==> config.mk <==
export PLATFORM = sky130hd
export DESIGN_NAME = cache_ctrl
export DESIGN_NICKNAME = d
export VERILOG_FILES = /design/src/rtl/cache_ctrl.sv
export SDC_FILE = /design/constraint.sdc
export NUM_CORES = 1
export LEC_CHECK = 0
export BUFFER_PORTS_ARGS = -buffer_cell sky130_fd_sc_hd__buf_2
export CORE_MARGIN = 4
export CORE_UTILIZATION = 58
export DETAILED_ROUTE_END_ITERATION = 16
export MAX_ROUTING_LAYER = met4
export PLACE_DENSITY = 0.8
export SLEW_MARGIN = 0
export SYNTH_ARGS = -nofsm -noshare
export SYNTH_HDL_FRONTEND = slang
export SYNTH_SLANG_ARGS = --single-unit
==> constraint.sdc <==
create_clock -name clock -period 2.4 [get_ports clock]
set_input_delay 0 -clock clock [delete_from_list [all_inputs] [get_ports clock]]
set_output_delay 0 -clock clock [all_outputs]
set_load 0.02 [all_outputs]
==> src/rtl/cache_ctrl.sv <==
// Write-back cache controller: 2-way set-associative, one word per line, LRU replacement.
// Optional hit/miss statistics counters are enabled with `define CACHE_STATS_EN.
module cache_ctrl #(
  parameter int ADDR_W  = 3,
  parameter int DATA_W  = 3,
  parameter int INDEX_W = 1
) (
  input  logic              clock,
  input  logic              reset,
  input  logic              req_valid,
  input  logic              req_we,
  input  logic [ADDR_W-1:0] req_addr,
  input  logic [DATA_W-1:0] req_wdata,
  output logic              req_ready,
  output logic              resp_valid,
  output logic [DATA_W-1:0] resp_data,
  output logic              resp_hit,
  output logic              mem_read,
  output logic [ADDR_W-1:0] mem_addr,
  output logic              mem_wb,
  output logic [ADDR_W-1:0] mem_wb_addr,
  output logic [DATA_W-1:0] mem_wb_data,
  input  logic [DATA_W-1:0] mem_rdata,
`ifdef CACHE_STATS_EN
  output logic [7:0]        hit_count,
  output logic [7:0]        miss_count,
`endif
  input  logic              mem_ready
);
  localparam int SETS  = 1 << INDEX_W;
  localparam int TAG_W = ADDR_W - INDEX_W;

  typedef enum logic [2:0] {
    S_IDLE, S_LOOKUP, S_RESPOND, S_WB_REQ, S_WB_WAIT, S_FILL_REQ, S_FILL_WAIT
  } state_t;

  state_t                     r_state;
  logic [SETS-1:0][1:0]       r_valid;
  logic [SETS-1:0][1:0]       r_dirty;
  logic [SETS-1:0]            r_lru;
  logic [TAG_W-1:0]           r_tag  [SETS][2];
  logic [DATA_W-1:0]          r_data [SETS][2];
  logic [ADDR_W-1:0]          r_addr;
  logic                       r_we;
  logic [DATA_W-1:0]          r_wdata;
  logic                       r_victim;
  logic                       r_req_ready, r_resp_valid, r_resp_hit, r_mem_read, r_mem_wb;
  logic [DATA_W-1:0]          r_resp_data, r_mem_wb_data;
  logic [ADDR_W-1:0]          r_mem_addr, r_mem_wb_addr;
`ifdef CACHE_STATS_EN
  logic [7:0]                 r_hit_count, r_miss_count;
`endif

  logic [INDEX_W-1:0] w_idx;
  logic [TAG_W-1:0]   w_tag;
  logic               w_hit0, w_hit1, w_hit, w_hit_way, w_victim;

  assign w_idx     = r_addr[INDEX_W-1:0];
  assign w_tag     = r_addr[ADDR_W-1:INDEX_W];
  assign w_hit0    = r_valid[w_idx][0] && (r_tag[w_idx][0] == w_tag);
  assign w_hit1    = r_valid[w_idx][1] && (r_tag[w_idx][1] == w_tag);
  assign w_hit     = w_hit0 || w_hit1;
  assign w_hit_way = w_hit1;
  // Invalid ways are filled first (way0 before way1); only a full set falls back to LRU.
  assign w_victim  = !r_valid[w_idx][0] ? 1'b0 :
                     !r_valid[w_idx][1] ? 1'b1 : r_lru[w_idx];

  always_ff @(posedge clock) begin
    if (reset) begin
      r_state       <= S_IDLE;
      r_valid       <= '0;
      r_dirty       <= '0;
      r_lru         <= '0;
      r_req_ready   <= 1'b1;
      r_resp_valid  <= 1'b0;
      r_resp_data   <= '0;
      r_resp_hit    <= 1'b0;
      r_mem_read    <= 1'b0;
      r_mem_addr    <= '0;
      r_mem_wb      <= 1'b0;
      r_mem_wb_addr <= '0;
      r_mem_wb_data <= '0;
`ifdef CACHE_STATS_EN
      r_hit_count   <= '0;
      r_miss_count  <= '0;
`endif
    end else begin
      r_resp_valid <= 1'b0;
      r_mem_read   <= 1'b0;
      r_mem_wb     <= 1'b0;
      case (r_state)
        S_IDLE: begin
          if (req_valid) begin
            r_addr      <= req_addr;
            r_we        <= req_we;
            r_wdata     <= req_wdata;
            r_req_ready <= 1'b0;
            r_state     <= S_LOOKUP;
          end
        end
        S_LOOKUP: begin
`ifdef CACHE_STATS_EN
          if (w_hit) begin
            if (r_hit_count != 8'hFF) r_hit_count <= r_hit_count + 8'd1;
          end else if (r_miss_count != 8'hFF) begin
            r_miss_count <= r_miss_count + 8'd1;
          end
`endif
          if (w_hit) begin
            r_lru[w_idx] <= ~w_hit_way;
            if (r_we) begin
              r_data[w_idx][w_hit_way]  <= r_wdata;
              r_dirty[w_idx][w_hit_way] <= 1'b1;
              r_resp_data               <= r_wdata;
            end else begin
              r_resp_data <= r_data[w_idx][w_hit_way];
            end
            r_resp_hit   <= 1'b1;
            r_resp_valid <= 1'b1;
            r_state      <= S_RESPOND;
          end else begin
            r_victim   <= w_victim;
            r_resp_hit <= 1'b0;
            if (r_valid[w_idx][w_victim] && r_dirty[w_idx][w_victim]) begin
              r_mem_wb_addr <= {r_tag[w_idx][w_victim], w_idx};
              r_mem_wb_data <= r_data[w_idx][w_victim];
              r_mem_wb      <= 1'b1;
              r_state       <= S_WB_REQ;
            end else begin
              r_mem_addr <= r_addr;
              r_mem_read <= 1'b1;
              r_state    <= S_FILL_REQ;
            end
          end
        end
        S_WB_REQ: r_state <= S_WB_WAIT;
        S_WB_WAIT: begin
          if (mem_ready) begin
            r_mem_addr <= r_addr;
            r_mem_read <= 1'b1;
            r_state    <= S_FILL_REQ;
          end
        end
        S_FILL_REQ: r_state <= S_FILL_WAIT;
        S_FILL_WAIT: begin
          if (mem_ready) begin
            r_tag[w_idx][r_victim]   <= w_tag;
            r_valid[w_idx][r_victim] <= 1'b1;
            r_dirty[w_idx][r_victim] <= r_we;
            r_data[w_idx][r_victim]  <= r_we ? r_wdata : mem_rdata;
            r_lru[w_idx]             <= ~r_victim;
            r_resp_data              <= r_we ? r_wdata : mem_rdata;
            r_resp_valid             <= 1'b1;
            r_state                  <= S_RESPOND;
          end
        end
        S_RESPOND: begin
          r_req_ready <= 1'b1;
          r_state     <= S_IDLE;
        end
        default: r_state <= S_IDLE;
      endcase
    end
  end

  assign req_ready   = r_req_ready;
  assign resp_valid  = r_resp_valid;
  assign resp_data   = r_resp_data;
  assign resp_hit    = r_resp_hit;
  assign mem_read    = r_mem_read;
  assign mem_addr    = r_mem_addr;
  assign mem_wb      = r_mem_wb;
  assign mem_wb_addr = r_mem_wb_addr;
  assign mem_wb_data = r_mem_wb_data;
`ifdef CACHE_STATS_EN
  assign hit_count   = r_hit_count;
  assign miss_count  = r_miss_count;
`endif
endmodule

==> results_dict.tcl, run 1 <==
set metrics [dict create \
    syn_inst 257 \
    yosysMostFrequentCell "dfxtp_1" \
    p_clk_share_pct 39.0 \
    skew_ns 0.00983 \
    path_class "register to register" \
    netlist_area_mm2 0.00287 \
    synthDominantCellAreaShare_pct 29.3 \
    synth-simple-area-share_pct 15.1 \
    die_h_um 78.4 \
    pwr-share-seq_pct 43.9 \
    synthesis.nets 271 \
    place_congestion 0.866 \
    end_kind "register" \
    cp-start-kind "register" \
    tns_ns 0 \
    p_switching_mw 0.696 \
    regArea_mm2 0.00146 \
    yosysSeqAreaShare_pct 50.8 \
    dieArea_mm2 0.00615 \
    cp_cell_sequence "buf_4, and2b_4, a221oi_4, a311oi_4, nand4_4, mux2i_1, nor2_1" \
    core_area_mm2 0.00475 \
    drt_iter0_markers 230 \
    syn_avg_cell_area_um2 11.2 \
    required_ns 2.61 \
    ys_top_cells_by_area "edfxtp_1 (29%), dfxtp_1 (22%), mux2i_1 (9.4%), nor2_1 (3.8%), nand2_1 (2.9%)" \
    gr-total-overflow 0 \
    fillerInstances 353 \
    cts.htree.levels 3 \
    tightest_slew_ns 0.610 \
    start_util_pct 60.4 \
    clock_path_buffers 2 \
    dieWidth_um 78.4 \
    cts_tree "yes" \
    final_antenna_net_count 0 \
    slew-limit-headroom_pct 59.4 \
    clock-sinks 59 \
    post_drt_wl_per_cell_um 16.5 \
    drcViolationCount 0 \
    synth_xor_area_share_pct 1.22 \
    crit_family "simple AND/OR/NAND/NOR gates" \
    period_share_pct 90.2 \
    cp.arrival_ns 2.38 \
    async_reset_ff_share_pct 0 \
    nets 321 \
    yosysTopAreaCell "edfxtp_1" \
    synthAdderAreaFrac_pct 0 \
    slew_violations 0 \
    ioPinCount 31 \
    setup_viol_count_final 0 \
    yosys-top-cells-count "dfxtp_1 (31), nor2_1 (29), edfxtp_1 (28), mux2i_1 (27), nand2_1 (22)" \
    clkTransAtPathRegs_ns 0.07 \
    hold_path_class "primary input to register" \
    area_growth_pct 19.5 \
    routed_wl_mm 6.24 \
    p_int_mw 2.02 \
    hold_violations 0 \
    ys_dominant_reg_cell "dfxtp_1" \
    port_buffers 30 \
    cts_made_buffers 9 \
    rsz0062_at_grt "no" \
    crit_buf_inv 1 \
    r2r_slack_ns 0.24 \
    pwr_density_cell_mw_per_mm2 789 \
    combPwrFrac_pct 17.1 \
    synth.distinct_cells 60 \
    slowest_stage "edfxtp_1" \
    antenna_cells 0 \
    first_global_vias 2155 \
    grt_max_degree 24 \
    vias_per_cell 5.86 \
    p_leak_nw 1.44 \
    cp_max_fo 9 \
    place_hpwl_mm 4.41 \
    layout-drive-gt1-share_pct 26.0 \
    sw_frac_of_total_pct 25.6 \
    via_count 2222 \
    p_total_mw 2.71 \
    num_rows 25 \
    clock-root-buffer "clkbuf_8" \
    track_usage_pct 23.0 \
    fin_crit_ns 2.16 \
    slowest_delay_ns 0.53 \
    ys_ff_latch 59 \
    antenna_found_initial 0 \
    grt_first_pass_wirelength_mm 10.4 \
    fmax_mhz 462 \
    cap_violations 0 \
    synth.mux.area_fraction_pct 12.9 \
    synth_top_family_by_area "compound AO/OA/AOI/OAI gates" \
    synth_edf_count 28 \
    vdd_drop_max_v 0.000510 \
    synth_compound_area_share_pct 15.8 \
    clock_latency_ns 0.34 \
    dr.pass1.iters 5 \
    status "finished, final reports clean" \
    multi_input_area_mm2 0.00129 \
    yosys_warnings 0 \
]
-- kinds of logic (layout without fill, tap and decap cells) --
kind of cell           after synthesis  after routing
AO/OA/AOI/OAI                       57             57
XOR/XNOR                             4              4
buffers and inverters               19             74
flip-flops                          59             59
multiplexers                        34             34
AND/OR/NAND/NOR                     84             84
-- metal layers --
metal / global-route usage, % / vias to the layer above / share of wire [%]
li1: - / 1057 / -
met1: 29.7 / 1026 / 43
met2: 33.7 / 124 / 46
met3: 7.22 / 15 / 9.0
met4: 8.92 / 0 / 1.6
met5: - / - / 0
-- worst reg2reg max path, cell delays in order (launching register included) --
cell and delay [ns]:
edfxtp_1 0.53, buf_4 0.23, and2b_4 0.25, a221oi_4 0.04, a311oi_4 0.46, nand4_4 0.26
mux2i_1 0.22, nor2_1 0.06
-- worst paths after layout --
kind                              startpoint        endpoint  cells past startpoint
worst max-delay path               r_addr[0]  mem_wb_addr[2]                      7
worst min-delay path            mem_rdata[2]    r_data[1][5]                      2
worst min register to register    r_valid[0]      r_valid[0]                      1
worst max register to register     r_addr[0]  mem_wb_addr[2]                      7
-- stage by stage --
stage | hold WS, ns | area [µm²] | utilization (%) | cells | setup WS [ns]
detailed placement | 0.178 | 3120 | 65.7 | 355 | 0.268
CTS | 0.00465 | 3440 | 72.3 | 379 | 0.234
global placement | 0.177 | 3120 | 65.7 | 355 | 0.283
global route | 0.0108 | 3440 | 72.3 | 379 | 0.0946
finish | 0.0248 | 3440 | 72.3 | 379 | 0.235
floorplan | 0.0989 | 2870 | - | 257 | 0.477
-- power groups by stage --
stage / clock network (mW) / registers [mW] / logic, mW
2_1_floorplan: 0 / 1.20 / 0.342
3_3_place_gp: 0 / 1.21 / 0.446
3_5_place_dp: 0 / 1.21 / 0.451
4_1_cts: 1.07 / 1.19 / 0.463
5_1_grt: 1.12 / 1.20 / 0.507
6_report: 1.06 / 1.19 / 0.463
-- registers in the layout (all words and copies together) (netlist names), named ones only --
register     cells
r_state          3
r_lru            2
mem_wb           1
r_victim         1
r_valid          4
r_wdata          3
r_data          12
r_dirty          4
mem_addr         3
resp_hit         1
resp_valid       1
mem_wb_data      3
mem_wb_addr      3
mem_read         1
resp_data        3
req_ready        1
r_addr           3
r_tag            8
r_we             1
-- what timing repair did --
| item | CTS | global route |
|---|---|---|
| endpoints found under the hold margin | 9 | 0 |
| resized for setup | 0 | 0 |
| hold buffers | 8 | 0 |
| buffers inserted | 0 | 0 |
-- cell usage in the layout, fill, tap and decap left out, drive strengths merged, types with 3 or more instances in the layout --
cell         Yosys  final
o311ai           3      3
xor2             4      4
edfxtp          28     28
a21o             4      4
mux2             5      5
dlygate4sd3      0      8
clkinv           0      3
clkbuf           9     10
a21oi           14     14
o21ai           13     13
nand2           24     24
dfxtp           31     31
bufinv           0      3
a221oi           4      4
mux2i           27     27
nand3            9      9
and3             3      3
nor3             4      4
buf              6     46
inv              4      4
nor2            29     29
-- layout make-up --
type | instances | share of cell area, %
tap | 67 | 2.44
clock inverter | 6 | 3.02
sequential | 59 | 42.5
inverter | 4 | 0.437
timing repair buffer | 54 | 10.2
clock buffer | 10 | 3.71
multi-input combinational | 179 | 37.7
Power figures use the tool's default switching activity.
==> inputs of run 2 (changes only) <==
--- a/config.mk
+++ b/config.mk
@@ -11,6 +11,7 @@
 export DETAILED_ROUTE_END_ITERATION = 16
 export MAX_ROUTING_LAYER = met4
 export PLACE_DENSITY = 0.8
+export RECOVER_POWER = 100
 export SLEW_MARGIN = 0
 export SYNTH_ARGS = -nofsm -noshare
 export SYNTH_HDL_FRONTEND = slang
==> results_dict.tcl, run 2 (same netlist as run 1, synthesis figures left out) <==
set metrics [dict create \
    status "finished, final reports clean" \
    finalNonFillerCells 379 \
    clkTransAtPathRegs_ns 0.07 \
    pwr_density_cell_mw_per_mm2 798 \
    final_antenna_net_count 0 \
    final_common_cell "dfxtp_1" \
    area_growth_pct 17.3 \
    cp-start-kind "register" \
    dieWidth_um 78.4 \
    cts_made_buffers 9 \
    critPathCapture "r_data[0][0]" \
    fin_crit_ns 2.16 \
    required_ns 2.42 \
    hold_violations 0 \
    fillerInstances 364 \
    clock-sinks 59 \
    final_cell_mix "dfxtp_1 (31), nor2_1 (29), edfxtp_1 (28), mux2i_1 (27), clkbuf_1 (24)" \
    p_leak_nw 1.33 \
    slew_violations 0 \
    rsz0062_at_grt "no" \
    regArea_mm2 0.00146 \
    tightest_slew_ns 0.598 \
    num_rows 25 \
    post_cts_resized 0 \
    p_clk_share_pct 39.5 \
    vdd_drop_max_v 0.000510 \
    hold_path_class "primary input to register" \
    cap_violations 0 \
    via_count 2218 \
    core_area_mm2 0.00475 \
    post_drt_wl_per_cell_um 16.5 \
    dieArea_mm2 0.00615 \
    antenna_found_initial 0 \
    dr.pass1.iters 5 \
    p_switching_mw 0.695 \
    cts.htree.levels 3 \
    largest_reg_flops 12 \
    largest-register "r_data" \
    routed_wl_mm 6.26 \
    r2r_slack_ns 0.24 \
    p_int_mw 1.99 \
    place_congestion 0.866 \
    hp-start "mem_rdata[2]" \
    clock_latency_ns 0.35 \
    track_usage_pct 23.0 \
    ioPinCount 31 \
    start_util_pct 60.4 \
    fmax_mhz 464 \
    clock-root-buffer "clkbuf_8" \
    dpl.cell_count 355 \
    largestRegisters "r_data: 12 flops, r_tag: 8 flops" \
    layout-drive-gt1-share_pct 17.3 \
    cts_setup_buffers 0 \
    period_share_pct 89.9 \
    drcViolationCount 0 \
    hold_ws_ns 0.0118 \
    clock_path_buffers 2 \
    combPwrFrac_pct 16.2 \
    grt_max_degree 24 \
    pwr-share-seq_pct 44.3 \
    gr-total-overflow 0 \
    place_hpwl_mm 4.41 \
    tns_ns 0 \
    path_class "register to register" \
    cp.arrival_ns 2.18 \
    reg2reg_depth 6 \
    setup_viol_count_final 0 \
    die_h_um 78.4 \
    first_global_vias 2155 \
    drt_iter0_markers 264 \
    cp_max_fo 5 \
    sw_frac_of_total_pct 25.8 \
    reg2reg_to "r_data[0][0]" \
    cts_tree "yes" \
    port_buffers 30 \
    grt_first_pass_wirelength_mm 10.4 \
    antenna_cells 0 \
    slew-limit-headroom_pct 60.1 \
    vias_per_cell 5.85 \
    skew_ns 0.00971 \
    p_total_mw 2.69 \
    multi_input_area_mm2 0.00127 \
    end_kind "register" \
    nets 321 \
]
run 2: changes by cell type in the layout (fill, tap and decap cells not counted), sizes merged:
cell and delta:
clkbuf +23, buf -23
run 2: worst max-delay path, stage by stage, from the launching register on:
cell,delay [ns]
dfxtp_1,0.40
mux2i_1,0.24
xor2_1,0.28
and3_1,0.33
nand3_1,0.11
and2_0,0.22
nor2_1,0.26
run 2: power groups by stage:
| stage | combinational, mW | sequential (mW) | clock (mW) |
|---|---|---|---|
| 6_report | 0.437 | 1.19 | 1.06 |
| 5_1_grt | 0.481 | 1.20 | 1.12 |
| 4_1_cts | 0.463 | 1.19 | 1.07 |
| 3_5_place_dp | 0.451 | 1.21 | 0 |
| 3_3_place_gp | 0.446 | 1.21 | 0 |
| 2_1_floorplan | 0.342 | 1.20 | 0 |
run 2: how the worst min path moves through the flow:
stage	depth (start not counted)	slack [ns]	endpoint
floorplan	0	0.1	r_addr[0]
global placement	1	0.18	r_wdata[0]
detailed placement	1	0.18	r_addr[1]
CTS	2	0.005	r_data[1][5]
global route	2	0.01	r_data[1][5]
finish	2	0.01	r_data[1][5]
run 2: per-stage QoR:
| step | cell area, µm² | worst slack [ns] | util [%] |
|---|---|---|---|
| 3_5_place_dp | 3120 | 0.268 | 65.7 |
| 3_3_place_gp | 3120 | 0.283 | 65.7 |
| 6_report | 3370 | 0.243 | 70.9 |
| 4_1_cts | 3440 | 0.234 | 72.3 |
| 5_1_grt | 3370 | 0.0776 | 70.9 |
| 2_1_floorplan | 2870 | 0.477 | - |
run 2: routing by layer:
| metal | up-vias | global-route usage (%) | part of all wire [%] |
|---|---|---|---|
| met5 | - | - | 0 |
| met4 | 0 | 8.92 | 1.7 |
| met3 | 15 | 7.22 | 9.4 |
| met2 | 115 | 33.7 | 46 |
| met1 | 1027 | 29.7 | 43 |
| li1 | 1061 | - | - |
run 2: timing repair:
action                     in CTS  in global routing
hold endpoints to repair        9                  0
setup endpoints to repair       0                  0
hold buffers                    8                  0
run 2: area by class of cell:
class	instances	area share [%]
flip-flops and latches	59	43.3
inverters	4	0.445
repair buffers	54	9.17
well taps	67	2.49
clock inverters	6	3.08
clock buffers	10	3.78
multi-input cells	179	37.7
==> inputs of run 3 (changes only) <==
--- a/config.mk
+++ b/config.mk
@@ -6,11 +6,12 @@
 export NUM_CORES = 1
 export LEC_CHECK = 0
 export BUFFER_PORTS_ARGS = -buffer_cell sky130_fd_sc_hd__buf_2
+export CAP_MARGIN = 20
 export CORE_MARGIN = 4
-export CORE_UTILIZATION = 58
+export CORE_UTILIZATION = 62
 export DETAILED_ROUTE_END_ITERATION = 16
 export MAX_ROUTING_LAYER = met4
-export PLACE_DENSITY = 0.8
+export PLACE_DENSITY = 0.85
 export RECOVER_POWER = 100
 export SLEW_MARGIN = 0
 export SYNTH_ARGS = -nofsm -noshare
==> constraint.sdc (replaced) <==
create_clock -name clock -period 2.79 [get_ports clock]
set_input_delay 0 -clock clock [delete_from_list [all_inputs] [get_ports clock]]
set_output_delay 0 -clock clock [all_outputs]
set_load 0.02 [all_outputs]
==> results_dict.tcl, run 3 (same netlist as run 1, synthesis figures left out) <==
set metrics [dict create \
    status "finished, final reports clean" \
    dpl.cell_count 331 \
    cap_violations 0 \
    regArea_mm2 0.00146 \
    antenna_cells 0 \
    post_drt_wl_per_cell_um 18.1 \
    clock_latency_ns 0.34 \
    routed_wl_mm 6.41 \
    clock_path_buffers 2 \
    antenna_found_initial 0 \
    slew-limit-headroom_pct 60.8 \
    slowest_stage "edfxtp_1" \
    num_rows 24 \
    place_hpwl_mm 4.51 \
    hold_violations 0 \
    required_ns 3.06 \
    cts_tree "yes" \
    track_usage_pct 23.8 \
    nets 312 \
    dieWidth_um 76.1 \
    rsz0062_at_grt "no" \
    tns_ns 0 \
    path_class "register to register" \
    largestRegisters "r_data: 12 flops, r_tag: 8 flops" \
    vias_per_cell 6.26 \
    dieArea_mm2 0.00579 \
    fillerInstances 306 \
    final_cell_mix "dfxtp_1 (31), nor2_1 (29), edfxtp_1 (28), mux2i_1 (27), nand2_1 (24)" \
    first_global_vias 2111 \
    die_h_um 76.1 \
    start_util_pct 65.1 \
    grt_first_pass_wirelength_mm 10.4 \
    grt_max_degree 24 \
    place_congestion 0.839 \
    port_buffers 30 \
    multi_input_area_mm2 0.00125 \
    clock-root-buffer "clkbuf_8" \
    cp-start-kind "register" \
    gr-total-overflow 0 \
    drt_iter0_markers 293 \
    p_leak_nw 1.26 \
    pwr_density_cell_mw_per_mm2 633 \
    cts_made_buffers 9 \
    dr.pass1.iters 7 \
    largest_reg_flops 12 \
    vdd_drop_max_v 0.000500 \
    final_common_cell "dfxtp_1" \
    end_kind "register" \
    skew_ns 0.0133 \
    slowest_delay_ns 0.57 \
    ioPinCount 31 \
    worst_slack_ns 0.503 \
    cp_cell_sequence "or3b_4, a221oi_1, a311oi_4, o32ai_2, mux2i_1" \
    fin_crit_ns 2.29 \
    cts.htree.levels 3 \
    hold_path_class "primary input to register" \
    area_growth_pct 11.4 \
    cp_max_fo 10 \
    slew_violations 0 \
    tightest_slew_ns 0.589 \
    core_area_mm2 0.00441 \
    cp.arrival_ns 2.55 \
    period_share_pct 82.0 \
    largest-register "r_data" \
    finalNonFillerCells 354 \
    setup_viol_count_final 0 \
    fmax_mhz 437 \
    finish.utilization_pct 72.5 \
    final_antenna_net_count 0 \
    via_count 2217 \
    clock-sinks 59 \
    clkTransAtPathRegs_ns 0.07 \
    dpl_worst_slack_ns 0.518 \
    drcViolationCount 0 \
    layout-drive-gt1-share_pct 15.6 \
]
run 3: final cells by class:
type                    instances  share of cell area [%]
repair buffers                 45                    8.01
inverters                       4                   0.469
well taps                      52                    2.03
flip-flops and latches         59                    45.6
clock buffers                   9                    3.87
clock inverters                 6                    1.06
multi-input cells             179                    38.9
run 3: critical path: cells and delay by family (launching register included):
kind | cells | cell delay (ns)
flip-flops | 1 | 0.57
AND/OR/NAND/NOR | 1 | 0.47
AO/OA/AOI/OAI | 3 | 0.94
multiplexers | 1 | 0.22
run 3: what timing repair did:
item                       in CTS  in global routing
buffers inserted                0                  0
hold endpoints to repair        9                  0
setup endpoints to repair       0                  0
hold buffers                    8                  0
gates resized for setup         0                  0
run 3: final timing paths:
kind	startpoint	endpoint	slack [ns]	cells after the start
setup reg to reg	r_addr[0]	mem_addr[2]	0.50	5
hold reg to reg	r_valid[0]	r_valid[0]	0.46	1
setup / recovery	r_addr[0]	mem_addr[2]	0.50	5
hold / removal	mem_rdata[2]	r_data[1][5]	0.01	2
run 3: where the power goes:
group          internal (mW)  switching, mW  leakage [nW]  total [mW]
Combinational          0.146          0.208         0.675       0.354
Sequential             0.963         0.0633         0.505        1.03
Clock                  0.308          0.339        0.0783       0.647
Total                   1.42          0.610          1.26        2.03
run 3: metrics by stage:
step / hold slack (ns) / power [mW] / cell area [µm²]
floorplan: 0.0989 / 1.33 / 2870
global placement: 0.176 / 1.40 / 3040
detailed placement: 0.179 / 1.41 / 3040
CTS: 0.00871 / 2.05 / 3280
global route: 0.0151 / 2.12 / 3200
finish: 0.0116 / 2.03 / 3200
run 3: layer usage:
layer / global-route usage (%) / part of all wire (%)
met2: 38.1 / 50
met1: 27.8 / 39
met3: 6.62 / 8.1
met5: - / 0
met4: 10.7 / 2.4
